--- config.mk ---
export PLATFORM = sky130hd
export DESIGN_NAME = countdown_timer_flat
export DESIGN_NICKNAME = d
export VERILOG_FILES = /design/src/rtl/countdown_timer_if.sv /design/src/rtl/countdown_timer.sv /design/src/flat_wrapper.sv
export SDC_FILE = /design/constraint.sdc
export NUM_CORES = 1
export LEC_CHECK = 0
export ABC_AREA = 1
export BUFFER_PORTS_ARGS = -buffer_cell sky130_fd_sc_hd__buf_2
export CAP_MARGIN = 30
export CORE_MARGIN = 4
export CORE_UTILIZATION = 50
export CTS_CLUSTER_SIZE = 30
export DETAILED_ROUTE_END_ITERATION = 8
export GPL_ROUTABILITY_DRIVEN = 0
export PLACE_DENSITY = 0.71
export REMOVE_ABC_BUFFERS = 1
export SLEW_MARGIN = 30
export SYNTH_ARGS = -nofsm -noshare
export SYNTH_HDL_FRONTEND = slang
export SYNTH_SLANG_ARGS = --single-unit
--- constraint.sdc ---
create_clock -name clk -period 2.6 [get_ports clk]
set_clock_uncertainty 0.15 [all_clocks]
set_input_delay 0.39 -clock clk [delete_from_list [all_inputs] [get_ports clk]]
set_output_delay 0.39 -clock clk [all_outputs]
set_load 0.01 [all_outputs]
--- src/rtl/countdown_timer_if.sv ---
// Keypad/display bundle of the microwave countdown timer.
//   digit       keypad BCD digit, qualified by digit_valid (one-cycle strobe)
//   start       start/resume pulse
//   stop        pause/clear pulse
//   door_open   level, 1 = door open
//   min         BCD minutes 0-9
//   sec_tens    BCD tens of seconds 0-5
//   sec_ones    BCD units of seconds 0-9
//   running     1 while counting (magnetron enable)
//   done        one-cycle pulse when the count reaches 0:00
// master = keypad/controller side, slave = timer core.
interface countdown_timer_if;
  logic [3:0] digit;
  logic       digit_valid;
  logic       start;
  logic       stop;
  logic       door_open;
  logic [3:0] min;
  logic [3:0] sec_tens;
  logic [3:0] sec_ones;
  logic       running;
  logic       done;

  modport master (
    output digit, digit_valid, start, stop, door_open,
    input  min, sec_tens, sec_ones, running, done
  );

  modport slave (
    input  digit, digit_valid, start, stop, door_open,
    output min, sec_tens, sec_ones, running, done
  );
endinterface

--- src/rtl/countdown_timer.sv ---
// Time-keeping core of the microwave: keypad entry of an m:ss value, then a
// once-per-second countdown to 0:00 with pause/resume/clear control.
// Ports:
//   clk    system clock, all state changes on the rising edge
//   rst_n  synchronous active-low reset
//   bus    countdown_timer_if.slave (keypad inputs, BCD digits, flags)
// Parameter TICK_DIV: clk cycles per second (>= 2).
module countdown_timer #(
  parameter int unsigned TICK_DIV = 100
) (
  input  logic               clk,
  input  logic               rst_n,
  countdown_timer_if.slave   bus
);

  localparam int unsigned PW = (TICK_DIV > 2) ? $clog2(TICK_DIV) : 1;
  localparam logic [PW-1:0] PRESC_MAX = PW'(TICK_DIV - 1);

  typedef enum logic [1:0] {
    IDLE    = 2'd0,
    RUNNING = 2'd1,
    PAUSED  = 2'd2
  } state_e;

  state_e        state_q;
  logic [PW-1:0] presc_q;
  logic [3:0]    min_q, tens_q, ones_q;
  logic          running_q, done_q;

  // One-second-down value of the current display.
  logic [3:0] min_d, tens_d, ones_d;
  logic       dec_zero;
  logic       value_zero;
  logic       digit_ok;

  // NOTE: every combinational output gets a default first so no path can
  // leave it unassigned and infer a latch.
  always_comb begin
    min_d  = min_q;
    tens_d = tens_q;
    ones_d = ones_q;
    if (ones_q != 4'd0) begin
      ones_d = ones_q - 4'd1;
    end else if (tens_q != 4'd0) begin
      tens_d = tens_q - 4'd1;
      ones_d = 4'd9;
    end else begin
      min_d  = min_q - 4'd1;
      tens_d = 4'd5;
      ones_d = 4'd9;
    end
  end

  assign dec_zero   = (min_d == 4'd0) && (tens_d == 4'd0) && (ones_d == 4'd0);
  assign value_zero = (min_q == 4'd0) && (tens_q == 4'd0) && (ones_q == 4'd0);
  // Shifting sec_ones into sec_tens must keep sec_tens within 0-5.
  assign digit_ok   = (bus.digit <= 4'd9) && (ones_q <= 4'd5);

  // NOTE: sequential state uses non-blocking assignments only, so every
  // register samples the pre-edge values of its peers.
  // NOTE: reset is sampled synchronously here and overrides every other action.
  always_ff @(posedge clk) begin
    if (!rst_n) begin
      state_q   <= IDLE;
      presc_q   <= '0;
      min_q     <= 4'd0;
      tens_q    <= 4'd0;
      ones_q    <= 4'd0;
      running_q <= 1'b0;
      done_q    <= 1'b0;
    end else begin
      done_q <= 1'b0;
      unique case (state_q)
        IDLE: begin
          if (bus.stop) begin
            min_q  <= 4'd0;
            tens_q <= 4'd0;
            ones_q <= 4'd0;
          end else if (bus.start) begin
            // A start always swallows a simultaneous digit, even if refused.
            if (!bus.door_open && !value_zero) begin
              state_q   <= RUNNING;
              running_q <= 1'b1;
              presc_q   <= '0;
            end
          end else if (bus.digit_valid && digit_ok) begin
            min_q  <= tens_q;
            tens_q <= ones_q;
            ones_q <= bus.digit;
          end
        end

        RUNNING: begin
          if (bus.stop || bus.door_open) begin
            // Tick on this edge is dropped; value and prescaler freeze.
            state_q   <= PAUSED;
            running_q <= 1'b0;
          end else if (presc_q == PRESC_MAX) begin
            presc_q <= '0;
            min_q   <= min_d;
            tens_q  <= tens_d;
            ones_q  <= ones_d;
            if (dec_zero) begin
              state_q   <= IDLE;
              running_q <= 1'b0;
              done_q    <= 1'b1;
            end
          end else begin
            presc_q <= presc_q + 1'b1;
          end
        end

        PAUSED: begin
          if (bus.stop) begin
            state_q <= IDLE;
            min_q   <= 4'd0;
            tens_q  <= 4'd0;
            ones_q  <= 4'd0;
          end else if (bus.start && !bus.door_open) begin
            state_q   <= RUNNING;
            running_q <= 1'b1;
          end
        end

        default: begin
          state_q   <= IDLE;
          running_q <= 1'b0;
        end
      endcase
    end
  end

  assign bus.min      = min_q;
  assign bus.sec_tens = tens_q;
  assign bus.sec_ones = ones_q;
  assign bus.running  = running_q;
  assign bus.done     = done_q;

endmodule

--- src/flat_wrapper.sv ---
// flat-port wrapper written by rule: the top's interface ports become plain ports
module countdown_timer_flat 
#(
  parameter int unsigned TICK_DIV = 100
)
  (clk, rst_n, bus_digit, bus_digit_valid, bus_start, bus_stop, bus_door_open, bus_min, bus_sec_tens, bus_sec_ones, bus_running, bus_done);
  countdown_timer_if bus_i ();
  input  logic clk;
  input  logic rst_n;
  input wire logic [$bits(bus_i.digit)-1:0] bus_digit;
  input wire logic [$bits(bus_i.digit_valid)-1:0] bus_digit_valid;
  input wire logic [$bits(bus_i.start)-1:0] bus_start;
  input wire logic [$bits(bus_i.stop)-1:0] bus_stop;
  input wire logic [$bits(bus_i.door_open)-1:0] bus_door_open;
  output wire logic [$bits(bus_i.min)-1:0] bus_min;
  output wire logic [$bits(bus_i.sec_tens)-1:0] bus_sec_tens;
  output wire logic [$bits(bus_i.sec_ones)-1:0] bus_sec_ones;
  output wire logic [$bits(bus_i.running)-1:0] bus_running;
  output wire logic [$bits(bus_i.done)-1:0] bus_done;
  assign bus_i.digit = bus_digit;
  assign bus_i.digit_valid = bus_digit_valid;
  assign bus_i.start = bus_start;
  assign bus_i.stop = bus_stop;
  assign bus_i.door_open = bus_door_open;
  assign bus_min = bus_i.min;
  assign bus_sec_tens = bus_i.sec_tens;
  assign bus_sec_ones = bus_i.sec_ones;
  assign bus_running = bus_i.running;
  assign bus_done = bus_i.done;
  countdown_timer #(.TICK_DIV(TICK_DIV)) u_core (.clk(clk), .rst_n(rst_n), .bus(bus_i));
endmodule
# After elaboration in Yosys (flattened, before gate mapping)

Cells that the tools add are included.

Flip-flop bits (word level): 23
Input port bits: 10
Word-level logic and storage cells: 108

Add/sub/neg operators: 4
Magnitude comparators: 2
Equality and inequality tests: 16
Multiplexer cells: 49
Bitwise operators: 3
Reductions and logical operators: 27

Operators with widths:

| operator            | count |
|---|---|
| $mux 4              | 21 |
| $pmux 4 s3          | 3 |
| $mux 7              | 5 |
| $logic_not 4->1     | 6 |
| $mux 2              | 8 |
| $pmux 7 s2          | 1 |
| $reduce_and 6->1    | 2 |
| $sub 4x1->4 const B | 3 |
| $ne 2x2->1 const B  | 5 |
| $mux 1              | 9 |
| $logic_and 1x1->1   | 8 |
| $reduce_bool 4->1   | 2 |
| $add 7x1->7 const B | 1 |
| $eq 7x7->1 const B  | 1 |
| $reduce_and 7->1    | 1 |
| $ne 2x1->1 const B  | 3 |
| $ne 3x1->1 const B  | 2 |
| $ne 3x2->1 const B  | 2 |
| $pmux 2 s3          | 1 |
| $reduce_and 5->1    | 1 |
| $le 4x3->1 const B  | 1 |
| $le 4x4->1 const B  | 1 |
| $reduce_or 4->1     | 1 |
| $ne 3x3->1 const B  | 1 |
| 9 further kinds     | 12 |

# Depth between registers and ports, before layout

Gate-level depths: netlist of the first run.

Depth after elaboration: 10
Depth in mapped cells: 14
Gate-level depth less buffers: 14

# Worst setup path after synthesis of the first run

OpenSTA, ideal clock, no wires.

Path type: reg2reg
Start: reg u_core.state_q[0]
End: reg u_core.presc_q[6]
Arrival: 1552 ps
Data required time: 2323 ps
Path slack: 771 ps
Cell stages (with the launch flop): 12
Path buffers: 1
Clock period less this slack: 1829 ps
Path through: dfxtp_1 > inv_1 > ha_1 > inv_1 > a21oi_1 > a211oi_1 > nand2_2 > buf_6 > nor3_4 > nand3_1 > nand2_1 > nor2_1

Longest elaborated chain between the ends: 3

RTL lines:

| item                                               | RTL line               | source |
|---|---|---|
| from (decl)                                        | countdown_timer.sv:25  | `state_e state_q;` |
| from (signal assigned)                             | countdown_timer.sv:64  | `state_q <= IDLE;` |
| from (signal assigned)                             | countdown_timer.sv:82  | `state_q <= RUNNING;` |
| from (signal assigned)                             | countdown_timer.sv:96  | `state_q <= PAUSED;` |
| $eq 2x1->1 or $logic_not 2->1 (tied branches)      | countdown_timer.sv:73  | `unique case (state_q)` |
| $ne 2x2->1 (no line), or another cell as far along | n/a                    |  |
| $reduce_and 5->1 (no line)                         | n/a                    |  |
| to (signal assigned)                               | countdown_timer.sv:109 | `presc_q <= presc_q + 1'b1;` |
| to (decl)                                          | countdown_timer.sv:26  | `logic [PW-1:0] presc_q;` |

Parallel ways exist; a longest one is shown, timed or not.
A chain may end at the register's enable or synchronous reset.

# Worst setup path in the final report of the first run

Start: reg u_core.state_q[0]
End: reg u_core.presc_q[3]

The elaborated chain is that of the path after synthesis.

==> results.yml, run 1 <==
logic_synthesis:
  avgSynthCellArea_sq_um: 6.69
  yosysWarnings: 0
  synthTopCellsByCount: "50 x nand2_1, 32 x inv_1, 25 x nor2_1"
  yosysUniqueCellTypes: 35
  synth.area.top_cells: "dfxtp_1 28%, nand2_1 11%, inv_1 7.4%"
  ys_async_sr_fraction: 0
  netlist_instances: 244
  ys_seq_elements: 23
  synth_edf_count: 0
  seq_area_frac_synth: 0.282
  post-synth-top-area-fraction: 0.282
  synth-main-ff-cell: "dfxtp_1"
  yosysTopAreaCell: "dfxtp_1"
  syn_area_sq_um: 1630
  yosysMostFrequentCell: "nand2_1"
setup_path:
  worst-setup-path-type: "reg -> reg"
  startpoint_type: "register"
  crit_arrival_ps: 2150
  crit_start: "u_core.state_q[0]"
  critPathMaxFanout: 12
  reg2reg_from: "u_core.state_q[0]"
  end_kind: "register"
  worstPathRequired_ps: 2650
floorplanning:
  ios: 24
  initial_utilization: 0.530
  coreArea_sq_um: 3080
  die_w_um: 65.1
  fp.dieArea_sq_um: 4240
  fp-row-count: 20
  fp.dieH_um: 65.1
routing:
  wl_per_cell_um: 11.5
  wirelength_um: 3570
  firstDrtPassIters: 4
  drt-initial-drc-count: 48
  vias_per_cell: 5.03
  route.detailed.drc: 0
  drtAntennaViolNets: 0
  vias: 1565
clock_tree:
  cts.sinks: 23
  cts_resized: 0
  cts_buffer_depth: 2
  cts_tree: "yes"
  clock_latency_ps: 310
  htreeDepth: 1
  post_cts_buffers: 0
  root_buffer: "clkbuf_4"
  cts_hold_buf: 0
  cts_made_buffers: 3
  cts.clk_slew.worst_paths_ps: 130
timing:
  fmax_mhz: 478
  setup_viol: 0
  slew_headroom: 0.751
  hold_viol: 0
  finalCritPeriodShare: 0.805
  slew_violations: 0
  tns_ps: 0
  rsz0062_at_grt: "false"
  period_minus_slack_ps: 2090
  worst_pin_slew_ps: 373
final_layout:
  finalNetCount: 285
  diodes: 0
  design_area_sq_um: 1800
  drive_gt1_frac: 0.202
  syn2layout_area_growth_pct: 10.3
  fillCellCount: 309
power_and_ir_drop:
  power_leakage_nw: 0.833
  peakVddDrop_v: 0.000717
  power_density_nw_per_um2: 1280
global_route:
  antenna_found_initial: 0
  grt_first_pass_wirelength_um: 6480
  grtUsageTotal: 0.190
  grt_pass1_vias: 1476
  grt_max_degree: 17
  grt_overflow_total: 0
place:
  placed_area_sq_um: 1770
  numPortBuffers: 23
  hpwl_um: 2780
worst_hold_path:
  hp-start: "bus_digit[0]"
  hp-class: "in -> reg"
status:
  status: "finished clean"
flow_run:
  cap_violations: 0
cells in the final DEF (no fill, tap or decap), types with 2 or more instances in the layout:
cell type / count
nand2_2: 6
nor2_2: 3
a22oi_1: 2
inv_1: 32
o21ai_1: 3
buf_2: 23
nand2_4: 3
inv_2: 3
nor3_4: 2
a211oi_1: 2
a21oi_1: 22
a31oi_1: 3
dfxtp_1: 23
nor3_1: 6
nor2_1: 25
nand3_1: 16
clkbuf_4: 3
o21ai_0: 15
nand2_1: 50
nand4_1: 2
ha_1: 7
nor2_4: 2
stage by stage:
step                      total power, mW   util  worst slack (ps)  instances  hold slack [ps]
after CTS                            2.32  0.585               507        311              161
after global placement               2.12  0.576               604        307              316
after global routing                 2.57  0.585               278        311              165
after detailed placement             2.15  0.576               516        307              325
final                                2.30  0.585               507        311              169
after floorplan                      1.79      -               757        239              333
final cells by class:
class | count | area [sq um] | area share
tap | 44 | 55.1 | 0.0306
clock buffer | 3 | 22.5 | 0.0125
timing repair buffer | 24 | 123 | 0.0681
sequential | 23 | 460 | 0.256
clock inverter | 1 | 5.00 | 0.00278
multi-input combinational | 181 | 1000 | 0.557
inverter | 35 | 131 | 0.0730
sequential cells by signal, indices dropped and copies added, names as in the netlist:
name / flops
u_core.bus.sec_ones: 4
u_core.bus.sec_tens: 4
u_core.state_q: 2
u_core.bus.min: 4
u_core.bus.running: 1
u_core.bus.done: 1
u_core.presc_q: 7
per-layer routing:
metal / wire length [um] / track usage
met5: 0 / 0
met4: 25 / 0.0389
met3: 121 / 0.0410
met2: 1630 / 0.322
met1: 1790 / 0.250
where the power goes:
part | switching, mW | internal (mW) | total [mW]
registers | 0.144 | 0.466 | 0.610
clock network | 0.107 | 0.0575 | 0.165
logic | 0.992 | 0.536 | 1.53
critical path: stages (launching register included):
cell and delay (ps):
dfxtp_1 380, inv_1 90, ha_1 250, inv_1 100, a21oi_1 90, a211oi_1 250
nand2_2 220, o21ai_2 370, nor3b_1 100
worst paths after layout:
kind              cells past startpoint  slack, ps                      to
hold reg to reg                       2        350      u_core.bus.running
setup / recovery                      8        510       u_core.presc_q[3]
setup reg to reg                      8        510       u_core.presc_q[3]
hold / removal                        3        170  u_core.bus.sec_ones[0]
logic make-up (layout without fill, tap and decap cells):
logic type      after synthesis  count (layout)  share of synthesized area
compound gates               51              51                      0.175
xor+xnor                      1               1                    0.00536
fa+ha+maj                     7               7                     0.0536
buf+inv                      40              63                      0.103
flops                        23              23                      0.282
simple gates                122             122                      0.381
(Power assumes the default switching activity.)
==> inputs of run 2 (changes only) <==
Clock period 2.6 ns to 2.05 ns, I/O delays scaled along.
==> run 2 against run 1 <==
Effect of this change:
- wire length up 7.3%
- die area unchanged
- sequential share of layout area down 1.8 points
- power up 43%
- first-iteration DRC count up 130%
- combinational power up 54%
- global-route usage up 0.84 points
- sequential cell count unchanged
- worst hold slack worse by 72 ps
- fmax up 9.7%
- sequential power up 16%
- non-clock buffer count up 15
==> results.yml, run 2 (synthesis gave the netlist of run 1 again) <==
status:
  status: "finished clean"
setup_path:
  slowest_stage: "dfxtp_2"
  end_kind: "register"
  critPathMaxFanout: 6
  startpoint_type: "register"
  r2r-end: "u_core.presc_q[0]"
  crit_start: "u_core.state_q[0]"
  worstPathRequired_ps: 2160
  crit_chain: "inv_1, ha_1, inv_2, a21oi_2, a211oi_2, nand2_1, or2_1, a21oi_2"
  worst-setup-path-type: "reg -> reg"
  rr_worst_depth: 8
  endpoint: "u_core.presc_q[0]"
  r2r_slack_ps: 140
  slowest_delay_ps: 360
  cp_common_cell: "a21oi_2"
  crit_arrival_ps: 2010
  reg2reg_from: "u_core.state_q[0]"
power_and_ir_drop:
  pwr-share-clk: 0.069
  power_leakage_nw: 0.915
  power_switching_share: 0.515
  p_switching_mw: 1.69
  sequentialPowerShare: 0.216
  intPower_mw: 1.60
  peakVddDrop_v: 0.00109
  power_density_nw_per_um2: 1690
  p_comb_frac: 0.715
  p_total_mw: 3.29
place:
  hpwl_um: 3010
  numPortBuffers: 23
  numPlacedInstances: 322
clock_tree:
  clock_latency_ps: 320
  cts_tree: "yes"
  cts.sinks: 23
  root_buffer: "clkbuf_4"
  htreeDepth: 1
  cts_made_buffers: 3
  cts.clk_slew.worst_paths_ps: 150
  cts_buffer_depth: 2
timing:
  period_minus_slack_ps: 1910
  setup_viol: 0
  fmax_mhz: 524
  slew_violations: 0
  finalCritPeriodShare: 0.931
  hold_viol: 0
  worst_pin_slew_ps: 300
  tns_ps: 0
  slew_headroom: 0.800
floorplanning:
  ios: 24
  fp.dieArea_sq_um: 4240
  initial_utilization: 0.530
  coreArea_sq_um: 3080
  die_w_um: 65.1
  fp.dieH_um: 65.1
  fp-row-count: 20
global_route:
  grt_max_degree: 17
  grtUsageTotal: 0.199
  grt_pass1_vias: 1537
  antenna_found_initial: 0
  grt_overflow_total: 0
  grt_first_pass_wirelength_um: 6760
final_layout:
  largest-register: "u_core.presc_q"
  syn2layout_area_growth_pct: 19.4
  mostFrequentLayoutCells: "51 x nand2_1, 31 x inv_1, 25 x nor2_1, 23 x buf_2, 21 x a21oi_1"
  diodes: 0
  largest_reg_flops: 7
  fillCellCount: 329
  final_common_cell: "nand2_1"
  stdcell_count: 327
  multi_input_area_sq_um: 1020
  finalNetCount: 301
  final_util: 0.633
  ff_latch_area_sq_um: 464
  drive_gt1_frac: 0.269
flow_run:
  cap_violations: 0
routing:
  drtAntennaViolNets: 0
  vias: 1634
  wirelength_um: 3830
  vias_per_cell: 5.00
  wl_per_cell_um: 11.7
  route.detailed.drc: 0
  drt-initial-drc-count: 111
  firstDrtPassIters: 4
worst_hold_path:
  hp-class: "in -> reg"
run 2: routing by layer:
| layer | wire length, um | GRT usage | part of all wire |
|---|---|---|---|
| met5 | 0 | 0 | 0 |
| met4 | 14 | 0.0544 | 0.0037 |
| met1 | 1840 | 0.274 | 0.48 |
| met3 | 186 | 0.0205 | 0.049 |
| met2 | 1790 | 0.330 | 0.47 |
run 2: critical path: cells and delay by family, from the launching register on:
| family | cells | cell delay (ps) |
|---|---|---|
| buffers and inverters | 2 | 170 |
| AO/OA/AOI/OAI | 3 | 450 |
| adder cells (fa/ha/maj) | 1 | 240 |
| AND/OR/NAND/NOR | 2 | 460 |
| flip-flops | 1 | 360 |
run 2: worst min-delay path by stage:
stage | to | from | slack, ps | cells past startpoint
final | u_core.bus.sec_ones[0] | bus_digit[0] | 100 | 3
after global routing | u_core.bus.sec_ones[0] | bus_digit[0] | 90 | 3
after CTS | u_core.bus.sec_ones[0] | bus_digit[0] | 90 | 3
after detailed placement | u_core.bus.running | u_core.bus.running | 330 | 2
after global placement | u_core.bus.running | u_core.bus.running | 320 | 2
after floorplan | u_core.state_q[0] | rst_n | 280 | 2
run 2: power groups by stage:
stage | sequential (mW) | combinational, mW | clock [mW]
2_1_floorplan | 0.807 | 1.46 | 0
3_3_place_gp | 0.713 | 2.27 | 0
3_5_place_dp | 0.717 | 2.31 | 0
4_1_cts | 0.705 | 2.32 | 0.233
5_1_grt | 0.736 | 2.68 | 0.248
6_report | 0.709 | 2.35 | 0.227
run 2: through the flow:
stage / setup WS, ps / hold WS, ps / area (sq um)
after floorplan: 207 / 278 / 1600
after global placement: 115 / 319 / 1900
after detailed placement: 62.2 / 325 / 1900
after CTS: 8.26 / 88.5 / 1930
after global routing: -11.7 / 88.7 / 1950
final: 142 / 97.7 / 1950
run 2: layout make-up:
| type | count | area share |
|---|---|---|
| Inverter | 35 | 0.0687 |
| Clock inverter | 1 | 0.00257 |
| Multi-Input combinational cell | 182 | 0.524 |
| Clock buffer | 3 | 0.0116 |
| Tap cell | 44 | 0.0282 |
| Timing Repair Buffer | 39 | 0.127 |
| Sequential cell | 23 | 0.238 |
run 2: what timing repair did:
item	4_1_cts	5_1_grt
endpoints found under the setup margin	0	21
setup buffers	0	0
gates resized for setup	0	8
hold buffers	0	0
==> inputs of run 3 (changes only) <==
Settings changed: CORE_UTILIZATION 50 to 35, PLACE_DENSITY 0.71 to not set, RECOVER_POWER set to 100.
==> run 3 against run 2 <==
Effect of this change:
- final cell count grew 3.7%
- largest power group unchanged
- first-iteration DRC count shrank 22%
- non-clock buffer count grew 4
- register-to-register slack lost 20 ps
==> results.yml, run 3 (synthesis gave the netlist of run 1 again) <==
floorplanning:
  ios: 24
  fp-row-count: 24
  fp.dieArea_sq_um: 5820
  fp.dieH_um: 76.3
  initial_utilization: 0.367
  die_w_um: 76.3
  coreArea_sq_um: 4440
setup_path:
  reg2reg_from: "u_core.state_q[0]"
  cpLargestDelayFamily: "simple AND/OR/NAND/NOR gates"
  slowest_stage: "dfxtp_2"
  startpoint_type: "register"
  slowest_delay_ps: 360
  end_kind: "register"
  r2r-end: "u_core.presc_q[6]"
  crit_arrival_ps: 1960
  critPathMaxFanout: 6
  cp_num_buf_inv: 2
  worst-setup-path-type: "reg -> reg"
  r2r_slack_ps: 120
  rr_worst_depth: 10
  crit_chain: "inv_1, ha_1, inv_2, a21oi_2, a211oi_2, nand2_2, nor3_4, nand3_1, nand2_1, nor2_1"
  worstPathRequired_ps: 2080
final_layout:
  syn2layout_area_growth_pct: 19.8
  stdcell_count: 339
  drive_gt1_frac: 0.226
  mostFrequentLayoutCells: "51 x nand2_1, 31 x inv_1, 25 x nor2_1, 21 x a21oi_1, 21 x dfxtp_1"
  finalNetCount: 305
  diodes: 0
  final_common_cell: "nand2_1"
  largest_reg_flops: 7
  largest-register: "u_core.presc_q"
  fillCellCount: 476
  design_area_sq_um: 1960
timing:
  finalCritPeriodShare: 0.941
  slew_headroom: 0.816
  hold_viol: 0
  setup_viol: 0
  worst_pin_slew_ps: 274
  fmax_mhz: 518
  slew_violations: 0
  period_minus_slack_ps: 1930
clock_tree:
  cts.sinks: 23
  cts.clk_slew.worst_paths_ps: 100
  cts_hold_buf: 0
  clock_latency_ps: 270
  root_buffer: "clkbuf_8"
  cts_tree: "yes"
  cts_made_buffers: 3
  cts_buffer_depth: 2
  htreeDepth: 1
place:
  numPortBuffers: 23
  hpwl_um: 3170
  numPlacedInstances: 331
  placed_area_sq_um: 1900
power_and_ir_drop:
  power_leakage_nw: 0.880
  p_total_mw: 3.31
  peakVddDrop_v: 0.000893
  power_density_nw_per_um2: 1690
worst_hold_path:
  hold_depth: 3
  hp-start: "bus_digit[0]"
  hp-class: "in -> reg"
  holdPathEnd: "u_core.bus.sec_ones[0]"
global_route:
  grtUsageTotal: 0.141
  grt_first_pass_wirelength_um: 6890
  grt_max_degree: 17
  grt_pass1_vias: 1480
  grt_overflow_total: 0
  antenna_found_initial: 0
routing:
  vias_per_cell: 4.85
  wl_per_cell_um: 12.2
  vias: 1644
  drtAntennaViolNets: 0
  firstDrtPassIters: 4
  route.detailed.drc: 0
  wirelength_um: 4120
  drt-initial-drc-count: 87
status:
  status: "finished clean"
flow_run:
  cap_violations: 0
-- run 3: cell types whose count changed in the layout (fill, tap and decap cells not counted), sizes merged --
| cell | previous run | this run |
|---|---|---|
| buf | 39 | 29 |
| clkbuf | 3 | 17 |
-- run 3: how the worst max path moves through the flow --
stage | to | from | slack (ps) | cells past startpoint
detailed placement | u_core.presc_q[5] | u_core.state_q[0] | 50 | 9
global placement | u_core.presc_q[5] | u_core.state_q[0] | 90 | 9
global route | u_core.presc_q[6] | u_core.state_q[0] | -30 | 10
CTS | u_core.presc_q[5] | u_core.state_q[0] | 30 | 9
floorplan | u_core.presc_q[5] | u_core.state_q[0] | 210 | 9
finish | u_core.presc_q[6] | u_core.state_q[0] | 120 | 10
-- run 3: what timing repair did --
item,4_1_cts,5_1_grt
setup buffers,0,3
resized for setup,0,7
endpoints found under the setup margin,0,17
-- run 3: where the power goes --
part           switching [mW]  total [mW]  leakage (nW)  internal [mW]
Sequential              0.120       0.715         0.189          0.595
Combinational            1.44        2.29         0.665          0.850
Clock                   0.174       0.311        0.0255          0.136
Total                    1.73        3.31         0.880           1.58
-- run 3: through the flow --
stage	utilization	hold WS, ps	setup slack (ps)	TNS, ps
3_5_place_dp	0.428	319	49.6	0
5_1_grt	0.440	164	-29.0	-29.0
6_report	0.440	134	120	0
4_1_cts	0.439	135	29.1	0
3_3_place_gp	0.428	335	88.5	0
2_1_floorplan	-	278	207	0
-- run 3: per-layer routing --
metal | GRT usage | share of wire | routed length (um)
met1 | 0.207 | 0.53 | 2190
met2 | 0.207 | 0.43 | 1760
met3 | 0.0201 | 0.030 | 124
met4 | 0.0525 | 0.012 | 48
met5 | 0 | 0 | 0
-- run 3: layout make-up --
cell class | count | area, sq um | share of cell area
Sequential cell | 23 | 463 | 0.237
Inverter | 35 | 134 | 0.0684
Multi-Input combinational cell | 182 | 1020 | 0.522
Clock buffer | 3 | 41.3 | 0.0211
Timing Repair Buffer | 43 | 228 | 0.116
Tap cell | 52 | 65.1 | 0.0332
Clock inverter | 1 | 5.00 | 0.00256
-- run 3: worst register-to-register path, delay by kind of cell, from the launching register on --
family	cells	cell delay [ps]
and+or+nand+nor	5	590
DFF	1	360
AOI/OAI and AO/OA	2	310
adders and majority gates	1	250
buffers and inverters	2	180
